$ cat src/rtl/register_bank_2r1w.sv
// Two-read / one-write register bank with registered, write-first read ports.
// Out-of-range writes are dropped and latch a sticky error flag.
module register_bank_2r1w #(
    parameter int WIDTH   = 16,
    parameter int DEPTH   = 16,
    parameter int ADDR_W  = 4,
    parameter bit ZERO_R0 = 1'b0
) (
    input  logic              clk,
    input  logic              reset,
    input  logic              wr_en,
    input  logic [ADDR_W-1:0] wr_addr,
    input  logic [WIDTH-1:0]  wr_data,
    input  logic              rd_en,
    input  logic [ADDR_W-1:0] rd_addr_a,
    input  logic [ADDR_W-1:0] rd_addr_b,
    output logic [WIDTH-1:0]  rd_data_a,
    output logic [WIDTH-1:0]  rd_data_b,
    output logic              rd_valid,
    output logic              wr_err
);

    // One extra bit so DEPTH == 2**ADDR_W is still representable.
    localparam logic [ADDR_W:0] DEPTH_L = (ADDR_W+1)'(DEPTH);

    logic [WIDTH-1:0] regs [DEPTH];

    logic wr_in_range;
    logic wr_is_r0;
    logic wr_commit;
    logic [WIDTH-1:0] next_a;
    logic [WIDTH-1:0] next_b;

    assign wr_in_range = ({1'b0, wr_addr} < DEPTH_L);
    assign wr_is_r0    = ZERO_R0 && (wr_addr == '0);
    assign wr_commit   = wr_en && wr_in_range && !wr_is_r0;

    function automatic logic [WIDTH-1:0] read_port(
        input logic [ADDR_W-1:0] addr,
        input logic [WIDTH-1:0]  mux_val
    );
        if ({1'b0, addr} >= DEPTH_L)
            return '0;
        if (ZERO_R0 && (addr == '0))
            return '0;
        // Write-first: a committing write to the same address wins.
        if (wr_commit && (addr == wr_addr))
            return wr_data;
        return mux_val;
    endfunction

    logic [WIDTH-1:0] mux_a;
    logic [WIDTH-1:0] mux_b;

    always_comb begin
        mux_a = '0;
        mux_b = '0;
        for (int i = 0; i < DEPTH; i++) begin
            if (rd_addr_a == i[ADDR_W-1:0]) mux_a = regs[i];
            if (rd_addr_b == i[ADDR_W-1:0]) mux_b = regs[i];
        end
        next_a = read_port(rd_addr_a, mux_a);
        next_b = read_port(rd_addr_b, mux_b);
    end

    always_ff @(posedge clk or posedge reset) begin
        if (reset) begin
            for (int i = 0; i < DEPTH; i++) regs[i] <= '0;
        end else begin
            for (int i = 0; i < DEPTH; i++) begin
                if (wr_commit && (wr_addr == i[ADDR_W-1:0])) regs[i] <= wr_data;
            end
        end
    end

    always_ff @(posedge clk or posedge reset) begin
        if (reset) begin
            rd_data_a <= '0;
            rd_data_b <= '0;
            rd_valid  <= 1'b0;
            wr_err    <= 1'b0;
        end else begin
            rd_valid <= rd_en;
            if (rd_en) begin
                rd_data_a <= next_a;
                rd_data_b <= next_b;
            end
            if (wr_en && !wr_in_range) wr_err <= 1'b1;
        end
    end

endmodule
$ cat config.mk
export PLATFORM = sky130hd
export DESIGN_NAME = register_bank_2r1w
export DESIGN_NICKNAME = d
export VERILOG_FILES = /design/src/rtl/register_bank_2r1w.sv
export SDC_FILE = /design/constraint.sdc
export NUM_CORES = 1
export LEC_CHECK = 0
export ABC_AREA = 1
export BUFFER_PORTS_ARGS = -buffer_cell sky130_fd_sc_hd__buf_2
export CORE_ASPECT_RATIO = 2
export CORE_MARGIN = 1
export CORE_UTILIZATION = 35
export CTS_BUF_LIST = sky130_fd_sc_hd__clkbuf_8
export DETAILED_ROUTE_END_ITERATION = 16
export PLACE_DENSITY = 0.59
export SETUP_SLACK_MARGIN = 0.3
export SLEW_MARGIN = 40
export SYNTH_ARGS = -nofsm -noshare
export SYNTH_HDL_FRONTEND = slang
export SYNTH_SLANG_ARGS = --single-unit
$ cat constraint.sdc
create_clock -name clk -period 9.4 [get_ports clk]
set_input_delay 0.47 -clock clk [delete_from_list [all_inputs] [get_ports clk]]
set_output_delay 0.47 -clock clk [all_outputs]
set_load 0.01 [all_outputs]
# Word-level counts from Yosys, hierarchy flattened
# Cells that the tools add are included.
# word_totals
reg_bits	289
latch_bits	0
mem_bits_rw	0
mem_bits_ro	0
inputBits	32
output_inout_bits	34
n_memories	0
# classes
addsub	0
n_mul	0
div	0
order_cmp	0
n_eq_ne	47
shifts	0
muxes	38
bitwise	0
n_reduce_logical	21
# ops
operator	count
16-bit two-way mux	36
4-bit == test, second input constant	24
4-bit by 3-bit == test with 1-bit output, second input constant	12
4-bit by 2-bit == test with 1-bit output, second input constant	6
1-bit logical AND	18
4-bit by 1-bit == test with 1-bit output, second input constant	3
4-bit logical NOT	3
4-bit == test	2
1-bit two-way mux	2

# Depth between registers and ports, before layout
# logic_depth
word_depth	18
depth_mapped	16

# Least setup slack after synthesis
# OpenSTA, ideal clock, no wires.
# synth_timing
path_kind	input port to flip-flop
from	in wr_en
to	reg rd_data_b[15]
arrival_time_ps	1710
setup_slack_ps	7574
cell_stages	7
cell_sequence	buf_2 > o21ai_0 > nor4_4 > clkbuf_1 > a21oi_1 > nand2_1 > nand2_1
# synth_between
elab_chain_cells	3
# synth_rtl
item	line_no	rtl
start: declaration	11	input logic wr_en,
1-bit logical AND	47	if (wr_commit && (addr == wr_addr))
1-bit two-way mux	47	
16-bit two-way mux	49	return mux_val;
end signal: assignment	86	rd_data_b <= next_b;
end: declaration	18	output logic [WIDTH-1:0] rd_data_b,
# No other way between the ends.
# A chain may end at the register's enable or synchronous reset.

# Worst setup path after layout
# layout_timing
from	in rd_addr_a[2]
to	reg rd_data_a[10]
# layout_between
elab_chain_cells	18
word_cells_on_any_way	36
# layout_rtl
item	line_no	rtl
start: declaration	15	input logic [ADDR_W-1:0] rd_addr_a,
4-bit logical NOT	59	if (rd_addr_a == i[ADDR_W-1:0]) mux_a = regs[i];
16-bit two-way mux (16 in a row)	59	
16-bit two-way mux (*)	49	
end signal: assignment	85	rd_data_a <= next_a;
end: declaration	17	output logic [WIDTH-1:0] rd_data_a,
# Mark *: on every way between the ends. The rest lies on a longest branch, timed or not.

==> flow_summary.json <==
{
  "synth_mux_area_frac": 0,
  "min_period_over_period": 0.2876,
  "die_area_um2": 43650,
  "yosysSeqAreaShare": 0.4831,
  "rsz0062_at_grt": "no",
  "finalInstanceArea_um2": 16940,
  "slew-limit-headroom": 0.3638,
  "yosys-top-cells-count": "nand2_1 (738), dfrtp_1 (289), o21ai_0 (269)",
  "place_ws_ns": 6.155,
  "synth_edf_count": 0,
  "final_util": 0.4028,
  "antenna_found_initial": 4,
  "synth_top_family_by_area": "simple AND/OR/NAND/NOR gates",
  "fin_nets": 2174,
  "status": "finished clean",
  "initial_core_util": 0.3561,
  "core_area_um2": 42040,
  "drtIter0Drc": 1463,
  "max_slew.worst_pin.slew_ns": 0.9471,
  "synth_area_leaders": "dfrtp_1 (48%), nand2_1 (19%), o21ai_0 (9.0%), inv_1 (4.8%), nor2_1 (4.6%)",
  "max_cap_violations": 0,
  "clock_sink_count": 289,
  "crit_path_max_fanout": 12,
  "hold_path_class": "in2reg",
  "drive_gt1_frac": 0.1033,
  "yosys.area.top_type": "dfrtp_1",
  "viasPerCell": 5.367,
  "final_hold_viol_count": 0,
  "crit_type": "in2reg",
  "synth_async_sr_flop_share": 1.000,
  "path_clk_slew_ns": 0.06,
  "cts_buffers": 45,
  "dpl-instance-area_um2": 15870,
  "wirelength_um": 63740,
  "gp_congestion": 0.9930,
  "grt_pass1_vias": 14130,
  "grt_util_all_layers": 0.2995,
  "slew_violations": 0,
  "clock_tree.root_cell": "clkbuf_8",
  "ant_nets": 0,
  "place.port_buffers": 64,
  "hpwlAfterDp_um": 46370,
  "start_kind": "primary input",
  "p_leak_uw": 0.008067,
  "fin_setup_tns_ns": 0,
  "wl_per_cell_um": 23.40,
  "num_vias": 14620,
  "synthAdderAreaFrac": 0,
  "synth-simple-area-share": 0.3050,
  "core.rowCount": 106,
  "synth_compound_area_frac": 0.1323,
  "multi_input_area_um2": 6628,
  "drc": 0,
  "pin_count": 66,
  "syn-cell-area_um2": 14970,
  "grt_pass1_wl_um": 94290,
  "ys_seq_elements": 289,
  "synth.most_common_cell": "nand2_1",
  "post_cts_buffers": 0,
  "clkLatencyLatePin_ns": 0.61,
  "hold_ws_ns": 0.09439,
  "areaGrowthSynthToFinish_pct": 13.13,
  "regArea_um2": 7232,
  "worstPathRequired_ns": 9.87,
  "syn_avg_cell_area_um2": 7.136,
  "htreeDepth": 2,
  "die-width_um": 148.2,
  "critPathCaptureType": "flip-flop",
  "setup_viol": 0,
  "nFillCells": 4383,
  "die_h_um": 294.5,
  "syn_nets": 2130,
  "finalCriticalPeriod_ns": 2.703,
  "synthDominantCellAreaShare": 0.4831,
  "syn_inst": 2098,
  "ys_warn_count": 0,
  "grt_start_max_net_pins": 112,
  "firstDrtPassIters": 7,
  "worst_ep_arrival_time_ns": 3.17,
  "ir_drop_mv": 0.09273,
  "cellPowerDensity_nw_per_um2": 210.5,
  "synth.distinct_cells": 28,
  "overflow": 0,
  "cts_buffer_depth": 3,
  "synth_xor_area_frac": 0.001170,
  "skew_ns": 0.04227,
  "fin_ws_ns": 6.697,
  "ys.flop_type": "dfrtp_1",
  "fmax_mhz": 369.9,
  "cts_tree": "yes"
}
## state kept, by name, indices dropped and copies added, names as in the netlist
name / cells
rd_valid: 1
rd_data_a: 16
rd_data_b: 16
regs: 256
## kinds of logic after synthesis
family | Yosys count
compound gates | 393
xor+xnor | 2
buf+inv | 302
flops | 289
other cells | 1
simple gates | 1111
## power breakdown
group	internal (µW)	switching (µW)
Clock	646	541
Sequential	1500	231
Combinational	204	439
Total	2350	1210
## worst max-delay path: stages
cell	delay (ns)
buf_2	0.15
nor2_1	0.09
buf_4	0.18
nand2_1	0.07
inv_1	0.23
nand2_1	0.16
nand3_1	0.08
nor2_1	0.16
nand4_1	0.20
o21ai_0	0.22
nand4_1	0.19
nor3_1	0.51
nand4_1	0.27
nand2_1	0.14
nand2_1	0.05
## cell type report
class / instances / share of cell area
antenna: 5 / 0.0007388
clock buffer: 62 / 0.05038
clock inverter: 22 / 0.009456
inverter: 195 / 0.04396
multi-input combinational: 1507 / 0.3913
sequential: 289 / 0.4270
tap: 540 / 0.03989
timing repair buffer: 104 / 0.03723
## placed cells by master (no fill, tap or decap), drive strengths merged
master and n:
xor2 1, diode 5, buf 103, conb 1
nor2 192, bufinv 2, nor3 15, nand3b 1
dfrtp 289, nand2 741, dlygate4sd3 1, nand3 70
nand4 75, xnor2 1, a21oi 117, clkbuf 62
nor4 1, o22ai 4, o211ai 2, o21ai 269
inv 209, a221oi 1, clkinv 3, or2 16
clkinvlp 3
## through the flow
stage / instances / total power [µW]
after floorplan: 2098 / 2062
after global placement: 2634 / 2360
after detailed placement: 2634 / 2381
after CTS: 2718 / 3569
after global routing: 2720 / 3737
final: 2724 / 3565
## per-layer routing
metal | track usage | wire length, µm | share of wire | up-vias
li1 | - | - | - | 6788
met1 | 0.3210 | 22080 | 0.35 | 6975
met4 | 0.2391 | 5860 | 0.092 | 2
met5 | 0 | 11 | 0.00017 | -
met2 | 0.5209 | 31950 | 0.50 | 658
met3 | 0.04350 | 3831 | 0.060 | 198
## final timing paths
| kind | endpoint | slack, ns | startpoint | cells after the start |
|---|---|---|---|---|
| min in group asynchronous | regs[254] | 0.45 | reset | 3 |
| max in group asynchronous | rd_data_b[3] | 7.09 | reset | 5 |
| max | rd_data_a[10] | 6.70 | rd_addr_a[2] | 15 |
| min reg2reg | regs[10] | 0.48 | regs[10] | 2 |
| max reg2reg | rd_data_a[10] | 6.98 | regs[250] | 10 |
| min | regs[19] | 0.09 | wr_data[3] | 3 |
## repair_timing
item                      CTS  global route
hold endpoints to repair    0            44
resized for setup           0             0
hold buffers                0             1
Note: power is estimated with default switching activity, not from simulation.
